--- config.mk ---
export PLATFORM = sky130hd
export DESIGN_NAME = arbiter_4rr_flat
export DESIGN_NICKNAME = d
export VERILOG_FILES = /design/src/rtl/arbiter_4rr_if.sv /design/src/rtl/arbiter_4rr.sv /design/src/flat_wrapper.sv
export SDC_FILE = /design/constraint.sdc
export NUM_CORES = 1
export LEC_CHECK = 0
export ABC_CLOCK_PERIOD_IN_PS = 3670
export BUFFER_PORTS_ARGS = -buffer_cell sky130_fd_sc_hd__buf_2
export CORE_UTILIZATION = 57
export CTS_CLUSTER_DIAMETER = 80
export DETAILED_ROUTE_END_ITERATION = 8
export GPL_TIMING_DRIVEN = 1
export PLACE_DENSITY = 0.84
export SKIP_CTS_REPAIR_TIMING = 1
export SLEW_MARGIN = 20
export SYNTH_ARGS = -nofsm -noshare
export SYNTH_HDL_FRONTEND = slang
export SYNTH_SLANG_ARGS = --single-unit
--- constraint.sdc ---
create_clock -name clk -period 3.67 [get_ports clk]
set_input_delay 0.9175 -clock clk [delete_from_list [all_inputs] [get_ports clk]]
set_output_delay 0.9175 -clock clk [all_outputs]
set_load 0.01 [all_outputs]
--- src/rtl/arbiter_4rr_if.sv ---
// ---------------------------------------------------------------------------
// arbiter_4rr_if
// Request/grant bundle between four requesters and the round-robin arbiter.
//   en      : arbiter enable (requester side -> arbiter)
//   req     : request vector, bit i = requester i (requester side -> arbiter)
//   gnt     : registered one-hot grant (arbiter -> requester side)
//   gnt_idx : binary index of the granted requester (arbiter -> requester side)
//   busy    : high while any gnt bit is high (arbiter -> requester side)
// master = requester side, slave = arbiter side.
// ---------------------------------------------------------------------------
interface arbiter_4rr_if;
    logic       en;
    logic [3:0] req;
    logic [3:0] gnt;
    logic [1:0] gnt_idx;
    logic       busy;

    modport master (
        output en,
        output req,
        input  gnt,
        input  gnt_idx,
        input  busy
    );

    modport slave (
        input  en,
        input  req,
        output gnt,
        output gnt_idx,
        output busy
    );
endinterface

--- src/rtl/arbiter_4rr.sv ---
// ---------------------------------------------------------------------------
// arbiter_4rr
// Four-requester round-robin arbiter with a registered one-hot grant plus the
// matching encoded index. A hold limit (MAX_HOLD) forces a release once a
// grant has been held that long while another requester is waiting. Every
// release is followed by at least one idle (gnt = 0) cycle.
// Ports:
//   clk   : rising-edge clock
//   rst_n : asynchronous active-low reset
//   bus   : arbiter_4rr_if.slave (en, req in; gnt, gnt_idx, busy out)
// Parameters:
//   MAX_HOLD : max consecutive grant cycles while another requester waits (>=1)
// ---------------------------------------------------------------------------
module arbiter_4rr #(
    parameter int MAX_HOLD = 8
) (
    input  logic          clk,
    input  logic          rst_n,
    arbiter_4rr_if.slave  bus
);

    localparam int CNT_W = (MAX_HOLD < 1) ? 1 : $clog2(MAX_HOLD + 1);
    localparam logic [CNT_W-1:0] CNT_MAX = CNT_W'(MAX_HOLD - 1);

    typedef enum logic {IDLE = 1'b0, GRANT = 1'b1} state_t;

    state_t           state, state_n;
    logic [1:0]       ptr, ptr_n;
    logic [CNT_W-1:0] cnt, cnt_n;
    logic [3:0]       gnt_p0, gnt_n;
    logic [1:0]       gnt_idx_p0, gnt_idx_n;
    logic             busy_p0, busy_n;

    logic [1:0]       win;
    logic             win_found;
    logic [1:0]       cand;
    logic [3:0]       others;
    logic             release_now;

    // Rotating priority scan: first set request at ptr, ptr+1, ptr+2, ptr+3.
    always_comb begin
        win       = ptr;
        win_found = 1'b0;
        cand      = ptr;
        for (int i = 0; i < 4; i++) begin
            cand = ptr + 2'(i);
            if (!win_found && bus.req[cand]) begin
                win       = cand;
                win_found = 1'b1;
            end
        end
    end

    // Release priority: enable low, owner dropped its request, then hold limit
    // reached with somebody else waiting.
    always_comb begin
        others              = bus.req;
        others[gnt_idx_p0]  = 1'b0;
        release_now         = !bus.en
                              || !bus.req[gnt_idx_p0]
                              || ((cnt == CNT_MAX) && (others != 4'b0000));
    end

    always_comb begin
        state_n   = state;
        ptr_n     = ptr;
        cnt_n     = cnt;
        gnt_n     = gnt_p0;
        gnt_idx_n = gnt_idx_p0;
        busy_n    = busy_p0;
        case (state)
            IDLE: begin
                if (bus.en && win_found) begin
                    state_n   = GRANT;
                    gnt_n     = 4'b0001 << win;
                    gnt_idx_n = win;
                    busy_n    = 1'b1;
                    ptr_n     = win + 2'd1;
                    cnt_n     = '0;
                end else begin
                    gnt_n  = 4'b0000;
                    busy_n = 1'b0;
                end
            end
            GRANT: begin
                if (release_now) begin
                    // gnt_idx and ptr are kept; the IDLE cycle that follows is
                    // the mandatory dead cycle.
                    state_n = IDLE;
                    gnt_n   = 4'b0000;
                    busy_n  = 1'b0;
                end else if (cnt != CNT_MAX) begin
                    cnt_n = cnt + 1'b1;
                end
            end
            default: begin
                state_n = IDLE;
                gnt_n   = 4'b0000;
                busy_n  = 1'b0;
            end
        endcase
    end

    // ---- state / output register stage ----
    always_ff @(posedge clk or negedge rst_n) begin
        if (!rst_n) begin
            state      <= IDLE;
            ptr        <= 2'd0;
            cnt        <= '0;
            gnt_p0     <= 4'b0000;
            gnt_idx_p0 <= 2'd0;
            busy_p0    <= 1'b0;
        end else begin
            state      <= state_n;
            ptr        <= ptr_n;
            cnt        <= cnt_n;
            gnt_p0     <= gnt_n;
            gnt_idx_p0 <= gnt_idx_n;
            busy_p0    <= busy_n;
        end
    end

    assign bus.gnt     = gnt_p0;
    assign bus.gnt_idx = gnt_idx_p0;
    assign bus.busy    = busy_p0;

endmodule

--- src/flat_wrapper.sv ---
// flat-port wrapper written by rule: the top's interface ports become plain ports
module arbiter_4rr_flat 
#(
    parameter int MAX_HOLD = 8
)
  (clk, rst_n, bus_en, bus_req, bus_gnt, bus_gnt_idx, bus_busy);
  arbiter_4rr_if bus_i ();
  input  logic clk;
  input  logic rst_n;
  input wire logic [$bits(bus_i.en)-1:0] bus_en;
  input wire logic [$bits(bus_i.req)-1:0] bus_req;
  output wire logic [$bits(bus_i.gnt)-1:0] bus_gnt;
  output wire logic [$bits(bus_i.gnt_idx)-1:0] bus_gnt_idx;
  output wire logic [$bits(bus_i.busy)-1:0] bus_busy;
  assign bus_i.en = bus_en;
  assign bus_i.req = bus_req;
  assign bus_gnt = bus_i.gnt;
  assign bus_gnt_idx = bus_i.gnt_idx;
  assign bus_busy = bus_i.busy;
  arbiter_4rr #(.MAX_HOLD(MAX_HOLD)) u_core (.clk(clk), .rst_n(rst_n), .bus(bus_i));
endmodule
# After elaboration in Yosys (flattened, before gate mapping)
# Index checks and enable logic that the tools add are counted.
# word_totals
elab_cells	74
out_inout_bits	7
register_bits	14
input_bits	7
# classes
shifts	1
magnitude_cmp	6
n_addsub	5
n_mux	31
reduce_logical	16
eq_ne	6
bitwise_logic	3
# op_table
cell	n
$mux 4	5
$pmux 4 s2	2
$lt 2x3->1 const B	5
$mux 1	13
$bmux 1 s2	5
$logic_and 1x1->1	6
$mux 2	3
$ne 2x2->1 const B	3
$logic_not 1->1	5
$add 2x1->2 const B	2
$add 2x2->2 const B	2
$add 4x1->4 const B	1
$and 4x4->4	1
$eq 4x3->1 const B	1
$ne 4x3->1 const B	1
$not 4->4	1
$pmux 1 s2	2
$reduce_bool 4->1	1
$shl 1x2->4 const A	1
$reduce_and 3->1	1
$demux 1 s2	1
$ge 2x1->1 const B	1
$logic_or 1x1->1	2
$ne 2x1->1 const B	1
2 further kinds	2

# Logic depth before layout (Yosys ltp)
# Gate-level depths: netlist of run 1.
# depth
depth_word	15
mapped_depth	7
ltp_nobuf	6

# Least setup slack after synthesis of run 1
# No wires, ideal clock.
# synth_timing
path_type	input port to flip-flop
start	input port bus_req[2]
end	register u_core.gnt_p0[0] (netlist: u_core.bus.gnt[0])
path_slack_ns	1.286
setup_ns	0.121
required_time_ns	3.549
path_stages	7
t_arrival_ns	2.263
path_buffers	1
cell_sequence	buf_6 > nor2b_1 > o21bai_1 > a221oi_1 > inv_1 > ha_1 > a22o_1
# synth_via
elab_chain_len	15
word_cells_on_any_way	34
classes_between	eq/ne (1); shift (1); mux (19); bitwise (1); reduce/logical (12)
# synth_rtl
item	line_no	text
from (decl)	flat_wrapper.sv:11	input wire logic [$bits(bus_i.req)-1:0] bus_req;
$bmux 1 s2	arbiter_4rr.sv:47	if (!win_found && bus.req[cand]) begin
$mux 1 (not written as such)	arbiter_4rr.sv:47	
$mux 1	arbiter_4rr.sv:47	
$logic_not 1->1	arbiter_4rr.sv:47	
$logic_and 1x1->1	arbiter_4rr.sv:47	
$mux 1	arbiter_4rr.sv:47	
$logic_not 1->1	arbiter_4rr.sv:47	
$logic_and 1x1->1	arbiter_4rr.sv:47	
$mux 1	arbiter_4rr.sv:47	
$logic_not 1->1	arbiter_4rr.sv:47	
$logic_and 1x1->1	arbiter_4rr.sv:47	
$mux 2 (*)	arbiter_4rr.sv:47	
named net u_core.win[0]	arbiter_4rr.sv:34	logic [1:0] win;
$shl 1x2->4 (*)	arbiter_4rr.sv:75	gnt_n = 4'b0001 << win;
$mux 4 (*)	arbiter_4rr.sv:73	if (bus.en && win_found) begin
$pmux 4 s2 (*)	arbiter_4rr.sv:71	case (state)
to (signal assigned)	arbiter_4rr.sv:117	gnt_p0 <= gnt_n;
to (decl)	arbiter_4rr.sv:30	logic [3:0] gnt_p0, gnt_n;
# Mark *: on every way through the listed nets, which the timed path passes. The rest lies on a longest branch. The select of a mux whose other input is x is not followed.
# A chain may end at the register's enable or synchronous reset.

# Worst setup path after layout of run 1
# layout_timing
start	input port bus_req[2]
end	register u_core.gnt_p0[2] (netlist: u_core.bus.gnt[2])
# Same word-level chain as after synthesis.

==> impl_metrics.csv, run 1 <==
group,metric,value,unit
drt,viasPerCell,6.07,
clock_tree,cts_root_buf,"clkbuf_4",
timing,hold_viol,0,
floorplan,die_w,39.9,um
drt,post_drt_wl_per_cell,15.2,um
final_layout,final_nets,111,
run,cap_violations,0,
timing,final.setup.tns,0,ns
place,hpwl,1230,um
worst_setup_path,r2r_end,"u_core.bus.gnt[2]$_DFFE_PN0P_",
clock_tree,clk_latency,0.28,ns
synth,muxShareOfSynthArea,7.19,%
timing,relSlewSlack,58.3,%
worst_hold_path,min_path_type,"primary input to asynchronous set/reset pin",
drt,drt_iter0_drc,15,
global_routing,grt_max_degree,15,
drt,post-route-drc-count,0,
place,numPlacedInstances,109,
pwr,powerDensity,615,nW/um^2
clock_tree,numCtsBuffers,3,
synth,synth_top_family_by_area,"simple AND/OR/NAND/NOR gates",
synth,synth_simple_gate_area_share,24.8,%
worst_setup_path,cp.required,3.84,ns
synth,ys_seq_area_share,42.8,%
timing,period_share,63.4,%
final_layout,final_cells,112,
floorplan,die_y,39.9,um
global_routing,overflow,0,
timing,fin_hold_ws,0.506,ns
final_layout,n_fill_cell,107,
clock_tree,cts_tree,"done",
final_layout,ff_latch_area,350,sq um
global_routing,grt_pass1_vias,624,
synth,synth-edff-count,0,
final_layout,diodes,0,
global_routing,grt_first_pass_wirelength,2680,um
worst_setup_path,start_kind,"primary input",
timing,worstMarginPinSlew,0.625,ns
final_layout,final_common_cell,"dfrtp_1",
synth,async_flop_share,100,%
synth,synth_cell_type_count,32,
synth,syn_inst,82,
worst_setup_path,cp_max_fo,9,
drt,dr_total_vias,680,
worst_setup_path,critPathKind,"primary input to flop",
floorplan,initial_core_util,62.1,%
floorplan,placementRows,13,
pwr,power.leakage,0.000457,uW
final_layout,final_cell_mix,"14 x dfrtp_1, 13 x buf_2, 6 x nor2_1, 6 x nand3_1",
synth,avgSynthCellArea,9.98,sq um
timing,fin_crit,2.33,ns
timing,clock_skew,0.000693,ns
timing,fmax,0.430,GHz
timing,setup_viol,0,
floorplan,dieArea,1590,sq um
worst_setup_path,reg2reg_from,"u_core.ptr[0]$_DFFE_PN0P_",
synth,yosysWarningCount,0,
worst_setup_path,endpoint,"u_core.bus.gnt[2]$_DFFE_PN0P_",
final_layout,area_growth,11.9,%
final_layout,layout-drive-gt1-share,20.6,%
synth,synth_area,818,sq um
clock_tree,path_clk_slew,0.07,ns
floorplan,pin_count,14,
place,post-place-ws,1.03,ns
clock_tree,cts_buffer_depth,2,
worst_setup_path,cp-startpoint,"bus_req[2]",
clock_tree,cts_max_level,1,
synth,ys_ff_latch,14,
synth,synth_fp_nets,94,
timing,setup_ws,1.34,ns
outcome,status,"complete, no violations",
pwr,worst_ir_drop_vdd,0.000373,V
global_routing,antenna_found_initial,0,
timing,rsz0062_at_grt,"false",
floorplan,core_region_area,1320,sq um
drt,routed_wl,1710,um
timing,slew_violations,0,
synth,synth-compound-area-share,13.3,%
worst_setup_path,endpoint_kind,"flop",
global_routing,grt_use_total,27.1,%
worst_setup_path,reg2reg_slack,1.81,ns
final_layout,multi_input_area,433,sq um
place,place_congestion,0.860,
drt,firstDrtPassIters,4,
synth,synth_xor_area_share,0,%
synth,ys.flop_type,"dfrtp_1",
drt,antenna_left,0,
clock_tree,cts.sinks,14,
synth,synth_fa_ha_area_share,7.65,%
worst_setup_path,worst-r2r-cell-count,6,
place,portBuffers,13,
worst_setup_path,cp_data_arrival_time,2.50,ns
[state kept, by name, summed over array words and instances, names as in the netlist]
signal,flops
u_core.bus.gnt,4
u_core.bus.busy,1
u_core.cnt,4
u_core.ptr,2
u_core.state,1
u_core.bus.gnt_idx,2
[metrics by stage]
| stage | util [%] | power, uW | area (sq um) |
|---|---|---|---|
| CTS | 69.5 | 565 | 916 |
| detailed placement | 67.8 | 480 | 893 |
| global placement | 67.8 | 469 | 893 |
| global route | 69.5 | 603 | 916 |
| finish | 69.5 | 564 | 916 |
| floorplan | - | 405 | 818 |
[worst min path at each step]
stage / to / from / slack [ns] / cells past startpoint
after floorplan: u_core.cnt[0]$_DFFE_PN0P_ / u_core.cnt[0]$_DFFE_PN0P_ / 0.49 / 1
after global placement: u_core.bus.busy$_DFFE_PN0P_ / u_core.bus.busy$_DFFE_PN0P_ / 0.46 / 1
after detailed placement: u_core.bus.gnt[3]$_DFFE_PN0P_ / u_core.bus.gnt[3]$_DFFE_PN0P_ / 0.49 / 1
after CTS: u_core.bus.gnt[3]$_DFFE_PN0P_ / u_core.bus.gnt[3]$_DFFE_PN0P_ / 0.51 / 1
after global routing: u_core.bus.gnt[3]$_DFFE_PN0P_ / u_core.bus.gnt[3]$_DFFE_PN0P_ / 0.51 / 1
final: u_core.cnt[2]$_DFFE_PN0P_ / rst_n / 0.51 / 1
[worst max-delay path, cell delays in order]
cell      delay, ns
buf_2          0.15
nor2b_1        0.14
o21bai_1       0.15
a221oi_1       0.55
inv_1          0.15
ha_1           0.24
a22o_1         0.21
[where the power goes]
part	internal, uW	switching [uW]
clock network	38.2	46.7
logic	100	108
registers	206	65.2
total	344	220
[final cells by class]
type                            instances  share of cell area, %
Sequential cell                        14                   38.3
Inverter                                5                   2.05
Multi-Input combinational cell         61                   47.3
Timing Repair Buffer                   14                   7.92
Tap cell                               15                   2.05
Clock buffer                            3                   2.46
[logic make-up (layout without fill, tap and decap cells)]
family / after synthesis / count (layout)
AO/OA/AOI/OAI: 16 / 16
adder cells (fa/ha/maj): 5 / 5
buffers and inverters: 7 / 22
flip-flops: 14 / 14
multiplexers: 4 / 4
AND/OR/NAND/NOR: 36 / 36
[per-layer routing]
| metal | track usage (%) | wire [um] | vias up | share of wire [%] |
|---|---|---|---|---|
| met3 | 6.82 | 51 | 4 | 3.0 |
| met2 | 42.7 | 819 | 12 | 48 |
| met5 | 0 | 0 | - | 0 |
| met1 | 32.9 | 795 | 330 | 47 |
| met4 | 15.5 | 40 | 0 | 2.3 |
| li1 | - | - | 334 | - |
[cell usage after synthesis, types with 2 or more instances]
master	n	area, sq um
nand3_1	6	30.0
nor3b_1	3	22.5
mux2_2	2	22.5
a21oi_1	4	20.0
a22o_1	4	35.0
ha_1	5	62.6
nand3b_1	2	15.0
nor2_1	6	22.5
o21ai_0	3	15.0
nand2b_1	2	12.5
dfrtp_1	14	350
nand4_1	3	18.8
inv_1	5	18.8
nand2_1	5	18.8
Note: power is estimated with default switching activity, not from simulation.
==> run 2: changes to the inputs <==
- ABC_AREA: unset -> 1
- ABC_CLOCK_PERIOD_IN_PS: 3670 -> 2250
- CORE_UTILIZATION: 57 -> 55
- PLACE_DENSITY: 0.84 -> 0.8
- clock period: 3.67 -> 2.25 ns (I/O delays scaled with it)
==> run 2 against run 1 <==
  * Non-clock buffer count rose by 1
  * Setup slack got worse by 1.1 ns
  * Cell area rose by 23%
  * Critical path type is now flop to flop
  * Largest cell class unchanged
==> impl_metrics.csv, run 2 <==
group,metric,value,unit
outcome,status,"complete, no violations",
place,portBuffers,13,
floorplan,die_w,44.3,um
final_layout,final_common_cell,"nand2_1",
synth,synth_most_common_cell,"nand2_1",
clock_tree,clk_latency,0.28,ns
clock_tree,cts.sinks,14,
worst_setup_path,cp_data_arrival_time,2.20,ns
timing,final.setup.tns,0,ns
worst_setup_path,crit_path_max_incr_delay,0.47,ns
drt,antenna_left,0,
pwr,pwr-share-seq,27.3,%
final_layout,area_growth,14.6,%
worst_setup_path,r2r_end,"u_core.ptr[1]$_DFFE_PN0P_",
timing,rsz0062_at_grt,"false",
worst_setup_path,cp.required,2.42,ns
clock_tree,numCtsBuffers,3,
global_routing,antenna_found_initial,0,
synth,synth_fp_nets,155,
timing,hold_viol,0,
pwr,p_switching,835,uW
synth,synth_common_cells,"67 x nand2_1, 16 x nand3_1, 14 x dfrtp_1, 8 x inv_1, 6 x nor2_1",
worst_setup_path,reg2reg_slack,0.22,ns
worst_hold_path,min_path_type,"primary input to asynchronous set/reset pin",
synth,synth_area_leader_cell,"dfrtp_1",
worst_setup_path,cpMostUsedCell,"nand2_1",
worst_setup_path,endpoint_kind,"flop",
place,post-place-ws,0.0359,ns
drt,routed_wl,2100,um
synth,synth-edff-count,0,
global_routing,grt_use_met1,29.3,%
timing,setup_ws,0.220,ns
global_routing,grt_pass1_vias,897,
synth,ys.flop_type,"dfrtp_1",
timing,slew_violations,0,
floorplan,initial_core_util,61.6,%
floorplan,dieArea,1960,sq um
worst_setup_path,cp_num_buf_inv,3,
floorplan,die_y,44.3,um
worst_setup_path,start_kind,"flop",
timing,setup_viol,0,
final_layout,final_cell_area,1130,sq um
clock_tree,cts_tree,"done",
clock_tree,cts_max_level,1,
timing,clock_skew,0.00311,ns
synth,ys_ff_latch,14,
pwr,powerDensity,1450,nW/um^2
pwr,comb_power_share,61.7,%
final_layout,diodes,0,
global_routing,grt_first_pass_wirelength,3550,um
timing,fmax,0.493,GHz
worst_setup_path,crit_chain,"inv_2, nand2_1, and2_1, o21ai_1, inv_1, nand3_1, nand2_1, nand2_2, inv_1, ha_1, nand2_1, o21ai_1",
floorplan,core_region_area,1590,sq um
pwr,switching_share,51.1,%
worst_setup_path,worst-r2r-cell-count,12,
drt,firstDrtPassIters,6,
clock_tree,cts_root_buf,"clkbuf_4",
worst_setup_path,reg2reg_from,"u_core.ptr[0]$_DFFE_PN0P_",
pwr,power.leakage,0.000649,uW
drt,viasPerCell,5.14,
global_routing,met3_usage,8.98,%
place,place_congestion,0.779,
synth,ys_seq_area_share,35.7,%
run,cap_violations,0,
place,hpwl,1560,um
clock_tree,path_clk_slew,0.08,ns
synth,synth_cell_type_count,22,
floorplan,placementRows,14,
pwr,intPower,801,uW
synth,async_flop_share,100,%
synth,ys_top_cells_by_area,"dfrtp_1 36%, nand2_1 26%, nand3_1 8.2%",
worst_setup_path,slowest_stage,"dfrtp_2",
clock_tree,cts_buffer_depth,2,
final_layout,final_cell_mix,"66 x nand2_1, 16 x nand3_1, 13 x buf_2, 12 x dfrtp_1, 8 x inv_1",
pwr,worst_ir_drop_vdd,0.000974,V
drt,dr_total_vias,951,
global_routing,grt_use_total,24.6,%
timing,relSlewSlack,71.8,%
synth,netlist.area_leader.share,35.7,%
floorplan,pin_count,14,
global_routing,busiest_layer,"met2",
place,dpl_cell_area,1070,sq um
drt,drt_iter0_drc,36,
drt,post-route-drc-count,0,
global_routing,grt_max_degree,15,
worst_setup_path,worst_path_dominant_cell_family,"simple AND/OR/NAND/NOR gates",
timing,fin_crit,2.03,ns
worst_setup_path,critPathKind,"flop to flop",
global_routing,grt_use_met2,41.8,%
synth,syn_inst,143,
global_routing,overflow,0,
timing,period_share,90.2,%
worst_setup_path,cp_max_fo,8,
drt,post_drt_wl_per_cell,11.3,um
final_layout,utilization,70.6,%
timing,worstMarginPinSlew,0.420,ns
final_layout,layout-drive-gt1-share,20.5,%
final_layout,final_nets,174,
synth,avgSynthCellArea,6.87,sq um
synth,synth_area,982,sq um
pwr,clkPwrFrac,11.0,%
synth,yosysWarningCount,0,
run 2: changes by cell type after synthesis, sizes merged, moves of 3 or more:
cell and change:
o21ai +4, nand2 +66, a21oi -3, nand3 +9, a22o -3, inv +7
nand4 -3
run 2: cells by family (layout without fill, tap and decap cells):
kind of cell	after synthesis	in the layout	synth area share, %
xor+xnor	2	2	1.78
fa+ha+maj	5	5	6.37
buf+inv	13	31	5.35
compound gates	10	10	5.73
flops	14	14	35.7
simple gates	99	99	45.1
run 2: how the worst max path moves through the flow:
stage / startpoint / endpoint / slack, ns / cells past startpoint
after global routing: u_core.ptr[0]$_DFFE_PN0P_ / u_core.ptr[1]$_DFFE_PN0P_ / 0.02 / 14
after global placement: bus_req[3] / u_core.ptr[1]$_DFFE_PN0P_ / 0.14 / 12
after detailed placement: bus_req[3] / u_core.ptr[1]$_DFFE_PN0P_ / 0.04 / 14
final: u_core.ptr[0]$_DFFE_PN0P_ / u_core.ptr[1]$_DFFE_PN0P_ / 0.22 / 12
after floorplan: bus_req[3] / u_core.ptr[1]$_DFFE_PN0P_ / 0.37 / 13
after CTS: u_core.ptr[0]$_DFFE_PN0P_ / u_core.ptr[1]$_DFFE_PN0P_ / 0.03 / 14
run 2: power groups by stage:
stage                     clock network, uW  logic (uW)  registers (uW)
after floorplan                           0         753             435
after global placement                    0         916             451
after detailed placement                  0         954             453
after CTS                               186         967             448
after global routing                    194        1160             462
final                                   179        1010             447
run 2: area by class of cell:
cell class	instances	area [sq um]
flip-flops and latches	14	353
well taps	24	30.0
inverters	12	45.0
repair buffers	15	80.1
multi-input cells	116	582
clock buffers	4	36.3
fillers	134	468
run 2: metal layers:
layer	routed length, um	vias up	share of wire [%]
met3	97	4	4.6
met2	978	38	47
met4	30	0	1.4
met1	990	419	47
li1	-	490	-
met5	0	-	0
run 2: worst register-to-register path, cell delays in order (launching register included):
cell and delay (ns):
dfrtp_2 0.47, inv_2 0.11, nand2_1 0.07, and2_1 0.14, o21ai_1 0.22, inv_1 0.10
nand3_1 0.13, nand2_1 0.10, nand2_2 0.12, inv_1 0.07, ha_1 0.28, nand2_1 0.06
o21ai_1 0.05
run 2: stage by stage:
step	std cells	hold WS (ns)	total power (uW)
2_1_floorplan	143	0.267	1190
3_3_place_gp	179	0.468	1370
3_5_place_dp	179	0.479	1410
4_1_cts	183	0.167	1600
5_1_grt	185	0.171	1820
6_report	185	0.163	1640
